===== src/rtl/mem_read_ctrl_if.sv =====
`default_nettype none
// ============================================================================
// Module      : mem_read_ctrl_if
// Description : Memory-side read bus between mem_read_ctrl (master) and the
//               memory (slave): read strobe, address, data-valid acknowledge
//               and read data.
// Revision    : 1.0 - initial release
// ============================================================================
interface mem_read_ctrl_if #(
    parameter int ADDR_W = 12,
    parameter int DATA_W = 20
);
    logic              mem_en;     // one-cycle read strobe
    logic [ADDR_W-1:0] mem_addr;   // registered read address
    logic              mem_ack;    // read data valid
    logic [DATA_W-1:0] mem_rdata;  // read data, valid with mem_ack

    // Controller side: issues the strobe/address, receives ack/data
    modport master (
        output mem_en,
        output mem_addr,
        input  mem_ack,
        input  mem_rdata
    );

    // Memory side: receives the strobe/address, returns ack/data
    modport slave (
        input  mem_en,
        input  mem_addr,
        output mem_ack,
        output mem_rdata
    );
endinterface : mem_read_ctrl_if
`default_nettype wire


===== src/rtl/mem_read_ctrl.sv =====
`default_nettype none
// ============================================================================
// Module      : mem_read_ctrl
// Description : Single-outstanding memory read controller. A CPU read request
//               sampled in IDLE captures the address, strobes the memory for
//               one cycle, waits for mem_ack, loads the returned word into Ro
//               and pulses rd_done. Back-to-back reads take 4 cycles each.
//               Optional feature macro: MEM_READ_TIMEOUT_EN - abandons a read
//               after TIMEOUT unacknowledged wait cycles and pulses rd_err.
//               Without it there is no wait counter and rd_err is tied low.
// Revision    : 1.0 - initial release
// ============================================================================
module mem_read_ctrl #(
    parameter int ADDR_W  = 12,
    parameter int DATA_W  = 20,
    parameter int TIMEOUT = 15
) (
    input  wire logic              clk,
    input  wire logic              rst_n,
    // CPU side
    input  wire logic              rd_req,
    input  wire logic [ADDR_W-1:0] rd_addr,
    output logic                   busy,
    // Memory side
    mem_read_ctrl_if.master        mem,
    // Downstream read register side
    output logic [DATA_W-1:0]      Ro,
    output logic                   rd_done,
    output logic                   rd_err
);

    // ------------------------------------------------------------------------
    // Parameter sanity: a zero timeout would abort every read immediately
    // ------------------------------------------------------------------------
    if (TIMEOUT < 1) begin : g_timeout_range
        $error("mem_read_ctrl: TIMEOUT must be at least 1");
    end

    // ------------------------------------------------------------------------
    // State encoding
    // ------------------------------------------------------------------------
    typedef enum logic [1:0] {
        ST_IDLE  = 2'd0,
        ST_ISSUE = 2'd1,
        ST_WAIT  = 2'd2,
        ST_DONE  = 2'd3
    } state_t;

    state_t              r_state;
    state_t              w_state_nxt;

    logic [ADDR_W-1:0]   r_mem_addr;
    logic [DATA_W-1:0]   r_ro;

    logic                w_capture;   // take rd_addr into mem_addr
    logic                w_load_ro;   // take mem_rdata into Ro
    logic                w_busy;
    logic                w_mem_en;
    logic                w_rd_done;

`ifdef MEM_READ_TIMEOUT_EN
    // Counter must be able to hold the value TIMEOUT itself
    localparam int c_cnt_w = (TIMEOUT < 2) ? 1 : $clog2(TIMEOUT + 1);
    localparam logic [c_cnt_w-1:0] c_timeout_cnt = c_cnt_w'(TIMEOUT);

    logic [c_cnt_w-1:0]  r_wait_cnt;
    logic                w_timeout;   // give up on the current read
    logic                r_rd_err;
`endif

    // ------------------------------------------------------------------------
    // State register
    // ------------------------------------------------------------------------
    always_ff @(posedge clk or negedge rst_n) begin
        if (!rst_n) begin
            r_state <= ST_IDLE;
        end else begin
            r_state <= w_state_nxt;
        end
    end

    // ------------------------------------------------------------------------
    // Next-state and Moore/strobe decode
    // mem_ack is only looked at in WAIT, so an early or stray ack is harmless.
    // An ack in the cycle the counter reaches TIMEOUT wins over the timeout.
    // ------------------------------------------------------------------------
    always_comb begin
        w_state_nxt = r_state;
        w_capture   = 1'b0;
        w_load_ro   = 1'b0;
        w_busy      = 1'b0;
        w_mem_en    = 1'b0;
        w_rd_done   = 1'b0;
`ifdef MEM_READ_TIMEOUT_EN
        w_timeout   = 1'b0;
`endif
        case (r_state)
            ST_IDLE: begin
                if (rd_req) begin
                    w_capture   = 1'b1;
                    w_state_nxt = ST_ISSUE;
                end
            end
            ST_ISSUE: begin
                w_busy      = 1'b1;
                w_mem_en    = 1'b1;
                w_state_nxt = ST_WAIT;
            end
            ST_WAIT: begin
                w_busy = 1'b1;
                if (mem.mem_ack) begin
                    w_load_ro   = 1'b1;
                    w_state_nxt = ST_DONE;
`ifdef MEM_READ_TIMEOUT_EN
                end else if (r_wait_cnt == c_timeout_cnt) begin
                    w_timeout   = 1'b1;
                    w_state_nxt = ST_IDLE;
`endif
                end
            end
            ST_DONE: begin
                // Requests here are dropped; the next read starts from IDLE
                w_rd_done   = 1'b1;
                w_state_nxt = ST_IDLE;
            end
            default: begin
                w_state_nxt = ST_IDLE;
            end
        endcase
    end

    // ------------------------------------------------------------------------
    // Address register: holds from one capture to the next
    // ------------------------------------------------------------------------
    always_ff @(posedge clk or negedge rst_n) begin
        if (!rst_n) begin
            r_mem_addr <= '0;
        end else if (w_capture) begin
            r_mem_addr <= rd_addr;
        end
    end

    // ------------------------------------------------------------------------
    // Read-data register: changes only on an ack accepted in WAIT
    // ------------------------------------------------------------------------
    always_ff @(posedge clk or negedge rst_n) begin
        if (!rst_n) begin
            r_ro <= '0;
        end else if (w_load_ro) begin
            r_ro <= mem.mem_rdata;
        end
    end

`ifdef MEM_READ_TIMEOUT_EN
    // ------------------------------------------------------------------------
    // Wait counter: cleared in ISSUE, counts unacknowledged WAIT cycles
    // ------------------------------------------------------------------------
    always_ff @(posedge clk or negedge rst_n) begin
        if (!rst_n) begin
            r_wait_cnt <= '0;
        end else if (r_state == ST_ISSUE) begin
            r_wait_cnt <= '0;
        end else if ((r_state == ST_WAIT) && !mem.mem_ack && !w_timeout) begin
            r_wait_cnt <= r_wait_cnt + 1'b1;
        end
    end

    // ------------------------------------------------------------------------
    // Error pulse: one cycle, in the first IDLE cycle after the timeout
    // ------------------------------------------------------------------------
    always_ff @(posedge clk or negedge rst_n) begin
        if (!rst_n) begin
            r_rd_err <= 1'b0;
        end else begin
            r_rd_err <= w_timeout;
        end
    end

    assign rd_err = r_rd_err;
`else
    assign rd_err = 1'b0;
`endif

    // ------------------------------------------------------------------------
    // Output drive
    // ------------------------------------------------------------------------
    assign busy         = w_busy;
    assign rd_done      = w_rd_done;
    assign Ro           = r_ro;
    assign mem.mem_en   = w_mem_en;
    assign mem.mem_addr = r_mem_addr;

endmodule : mem_read_ctrl
`default_nettype wire


===== src/flat_wrapper.sv =====
// flat-port wrapper written by rule: the top's interface ports become plain ports
module mem_read_ctrl_flat 
#(
    parameter int ADDR_W  = 12,
    parameter int DATA_W  = 20,
    parameter int TIMEOUT = 15
)
  (clk, rst_n, rd_req, rd_addr, busy, Ro, rd_done, rd_err, mem_mem_en, mem_mem_addr, mem_mem_ack, mem_mem_rdata);
  mem_read_ctrl_if #(.ADDR_W(ADDR_W), .DATA_W(DATA_W)) mem_i ();
  input  wire logic clk;
  input  wire logic rst_n;
  input  wire logic rd_req;
  input  wire logic [ADDR_W-1:0] rd_addr;
  output logic busy;
  output logic [DATA_W-1:0] Ro;
  output logic rd_done;
  output logic rd_err;
  output wire logic [$bits(mem_i.mem_en)-1:0] mem_mem_en;
  output wire logic [$bits(mem_i.mem_addr)-1:0] mem_mem_addr;
  input wire logic [$bits(mem_i.mem_ack)-1:0] mem_mem_ack;
  input wire logic [$bits(mem_i.mem_rdata)-1:0] mem_mem_rdata;
  assign mem_mem_en = mem_i.mem_en;
  assign mem_mem_addr = mem_i.mem_addr;
  assign mem_i.mem_ack = mem_mem_ack;
  assign mem_i.mem_rdata = mem_mem_rdata;
  mem_read_ctrl #(.ADDR_W(ADDR_W), .DATA_W(DATA_W), .TIMEOUT(TIMEOUT)) u_core (.clk(clk), .rst_n(rst_n), .rd_req(rd_req), .rd_addr(rd_addr), .busy(busy), .mem(mem_i), .Ro(Ro), .rd_done(rd_done), .rd_err(rd_err));
endmodule

===== config.mk =====
export PLATFORM = sky130hd
export DESIGN_NAME = mem_read_ctrl_flat
export DESIGN_NICKNAME = d
export VERILOG_FILES = /design/src/rtl/mem_read_ctrl_if.sv /design/src/rtl/mem_read_ctrl.sv /design/src/flat_wrapper.sv
export SDC_FILE = /design/constraint.sdc
export NUM_CORES = 1
export LEC_CHECK = 0
export ABC_AREA = 1
export BUFFER_PORTS_ARGS = -buffer_cell sky130_fd_sc_hd__buf_2
export CAP_MARGIN = 20
export CORE_MARGIN = 2
export CORE_UTILIZATION = 48
export DETAILED_ROUTE_END_ITERATION = 12
export PLACE_DENSITY = 0.89
export SETUP_SLACK_MARGIN = 0.02
export SYNTH_ARGS = -nofsm -noshare
export SYNTH_HDL_FRONTEND = slang
export SYNTH_SLANG_ARGS = --single-unit
export TNS_END_PERCENT = 1

===== constraint.sdc =====
create_clock -name clk -period 2.4 [get_ports clk]
set_input_delay 0.72 -clock clk [delete_from_list [all_inputs] [get_ports clk]]
set_output_delay 0.72 -clock clk [all_outputs]
set_load 0.05 [all_outputs]

==> metrics <==
DR pass1 iterations=4; worst min path class=input pin to async pin; metal2 WL=1470 µm; Critical-path top delay cell=dfrtp_1; FF+latch count, synth=34; post-CTS sizing=0; Starting Density=49.2%; Synth area leaders=dfrtp_1, nand2_1, nand3_1; outcome=finished clean; unrepaired setup endpoints after global routing=false; top cell type's share of synthesized area=58.0%; area of the mapped netlist=1470 µm²; simple-gate portion of the synthesized area=30.5%; Die W=59.3 µm; vias per inst=4.86; wl on met1=1270 µm; DR top layer=met4; Avg WL per Cell=11.4 µm; Max Transition Viols Final=0; Buf+Inv Stages, Crit Path=2; fraction of layout cells with a size suffix above 1=34.5%; Min Hold Slack=0.404 ns; Final HPWL DP=2280 µm; area grow syn2layout=27.2%; final setup TNS=0 ns; die extent in y=59.3 µm; CTS tree=yes; Tmin final=2.11 ns; largest family of logic cells by synthesized area=simple AND/OR/NAND/NOR gates; Max Cap Viol=0; CTS Buf Count=5; worst-skew pair later-pin latency=0.35 ns; worst slack, placed=0.658 ns; period utilisation layout=88.0%; xor and xnor fraction of the mapped netlist area=0%; Critical Path AT=1.39 ns; worst-path fanout max=4; synth warn=0; largest area contributor in the netlist=dfrtp_1; Synth Area in Adders=4.27%; register area share after synthesis=58.0%; post-synthesis cell type count=9; core area=2980 µm²; global-route wire length before repair=5090 µm; Clock Sinks=34; Synth Area in Compound Gates=0%; maximum root-to-sink buffer count=2; port bufs=70; Mapped Cells=164; Slew @ Worst Pin=0.701 ns; Top Ports=72; post-synthesis mux area share=0%; reg2reg setup slack=0.95 ns; largest net degree at the start of global routing=35; worst-path cell chain=inv_1, ha_1, buf_2; Setup CP Type=flip-flop to primary output; Area after DPL=1800 µm²; WP data required=1.68 ns; total die area=3510 µm²; Final WS setup=0.289 ns; Slew HR=53.3%; GRT Total Usage=19.8%; Antenna Nets Post-Route=0; gpl congestion=0.715; Max Clk Rate=0.474 GHz; GR Overflow Total=0; wire length on met3=258 µm; Root Buffer Master=clkbuf_4; clock transition at the registers of the reported paths=0.11 ns; Vias=1303; skew final=0.0159 ns; H-tree depth=2; Remaining DRCs=0; Hold Fails Final Rpt=0; endpoint kind of the worst setup timing path=primary output; max incr delay on CP=0.41 ns; WL final=3070 µm; initial antenna violation count=0; startpoint types=flip-flop; Final #Nets=275; Post-CTS Hold Buffers=0; CP delay by family, top=flip-flops; post-CTS setup buffer count=0; initial DRC count=28; post-route cell area=1870 µm²; synthesized area per cell=8.94 µm²; num rows=20; vias in the first global route=1180; Syn Nets=205; diode count=0; final count of negative-setup-slack endpoints=0
state kept, by name, indices dropped and copies added (netlist names):
| name | cells |
|---|---|
| u_core.Ro | 20 |
| u_core.r_state | 2 |
| u_core.mem.mem_addr | 12 |
cell families after synthesis:
family,after synthesis
fa+ha+maj,5
flops,34
other cells,1
buf+inv,16
simple gates,108
final cells by class:
class                   count  area [µm²]
well taps                  33        41.3
flip-flops and latches     34         851
multi-input cells         114         514
inverters                   6        22.5
fillers                   263        1110
clock buffers               6        51.3
clock inverters             2        12.5
repair buffers             73         373
per-stage QoR:
| step | util, % | cells |
|---|---|---|
| finish | 62.6 | 268 |
| global route | 62.6 | 268 |
| CTS | 62.6 | 268 |
| detailed placement | 60.5 | 260 |
| global placement | 60.5 | 260 |
| floorplan | - | 164 |
path summary, 6_finish.rpt:
| kind | startpoint | to | cells after the start |
|---|---|---|---|
| min in group clk | u_core.mem.mem_addr[1]$_DFFE_PN0P_ | u_core.mem.mem_addr[1]$_DFFE_PN0P_ | 2 |
| max in group asynchronous | rst_n | u_core.r_state[1]$_DFFE_PN0P_ | 1 |
| hold / removal | rst_n | u_core.mem.mem_addr[10]$_DFFE_PN0P_ | 1 |
| hold reg to reg | u_core.mem.mem_addr[1]$_DFFE_PN0P_ | u_core.mem.mem_addr[1]$_DFFE_PN0P_ | 2 |
| setup reg to reg | u_core.r_state[0]$_DFFE_PN0P_ | u_core.Ro[15]$_DFFE_PN0P_ | 5 |
| setup / recovery | u_core.r_state[0]$_DFFE_PN0P_ | busy | 3 |
placed cells by master (no fill, tap or decap):
master,n
clkinv_2,1
clkbuf_4,5
ha_1,5
nand2_1,74
nand3_1,34
buf_4,3
dfrtp_1,34
buf_2,70
clkinvlp_4,1
inv_1,6
conb_1,1
clkbuf_8,1
Yosys cell counts (all sizes together):
library cell	instances
buf	10
conb	1
dfrtp	34
ha	5
inv	6
nand2	74
nand3	34
worst register-to-register path, cell delays in order (launching register included):
cell	delay [ns]
dfrtp_1	0.42
inv_1	0.12
ha_1	0.18
nand2_1	0.39
nand2_1	0.18
nand2_1	0.06
routing by layer:
layer | track usage [%] | vias to the layer above
li1 | - | 654
met1 | 22.5 | 589
met2 | 33.8 | 53
met3 | 5.02 | 7
met4 | 10.7 | 0
met5 | 0 | -
Power is not shown: default switching activity piles up to over one toggle a cycle in this logic, so the estimate is an artifact.
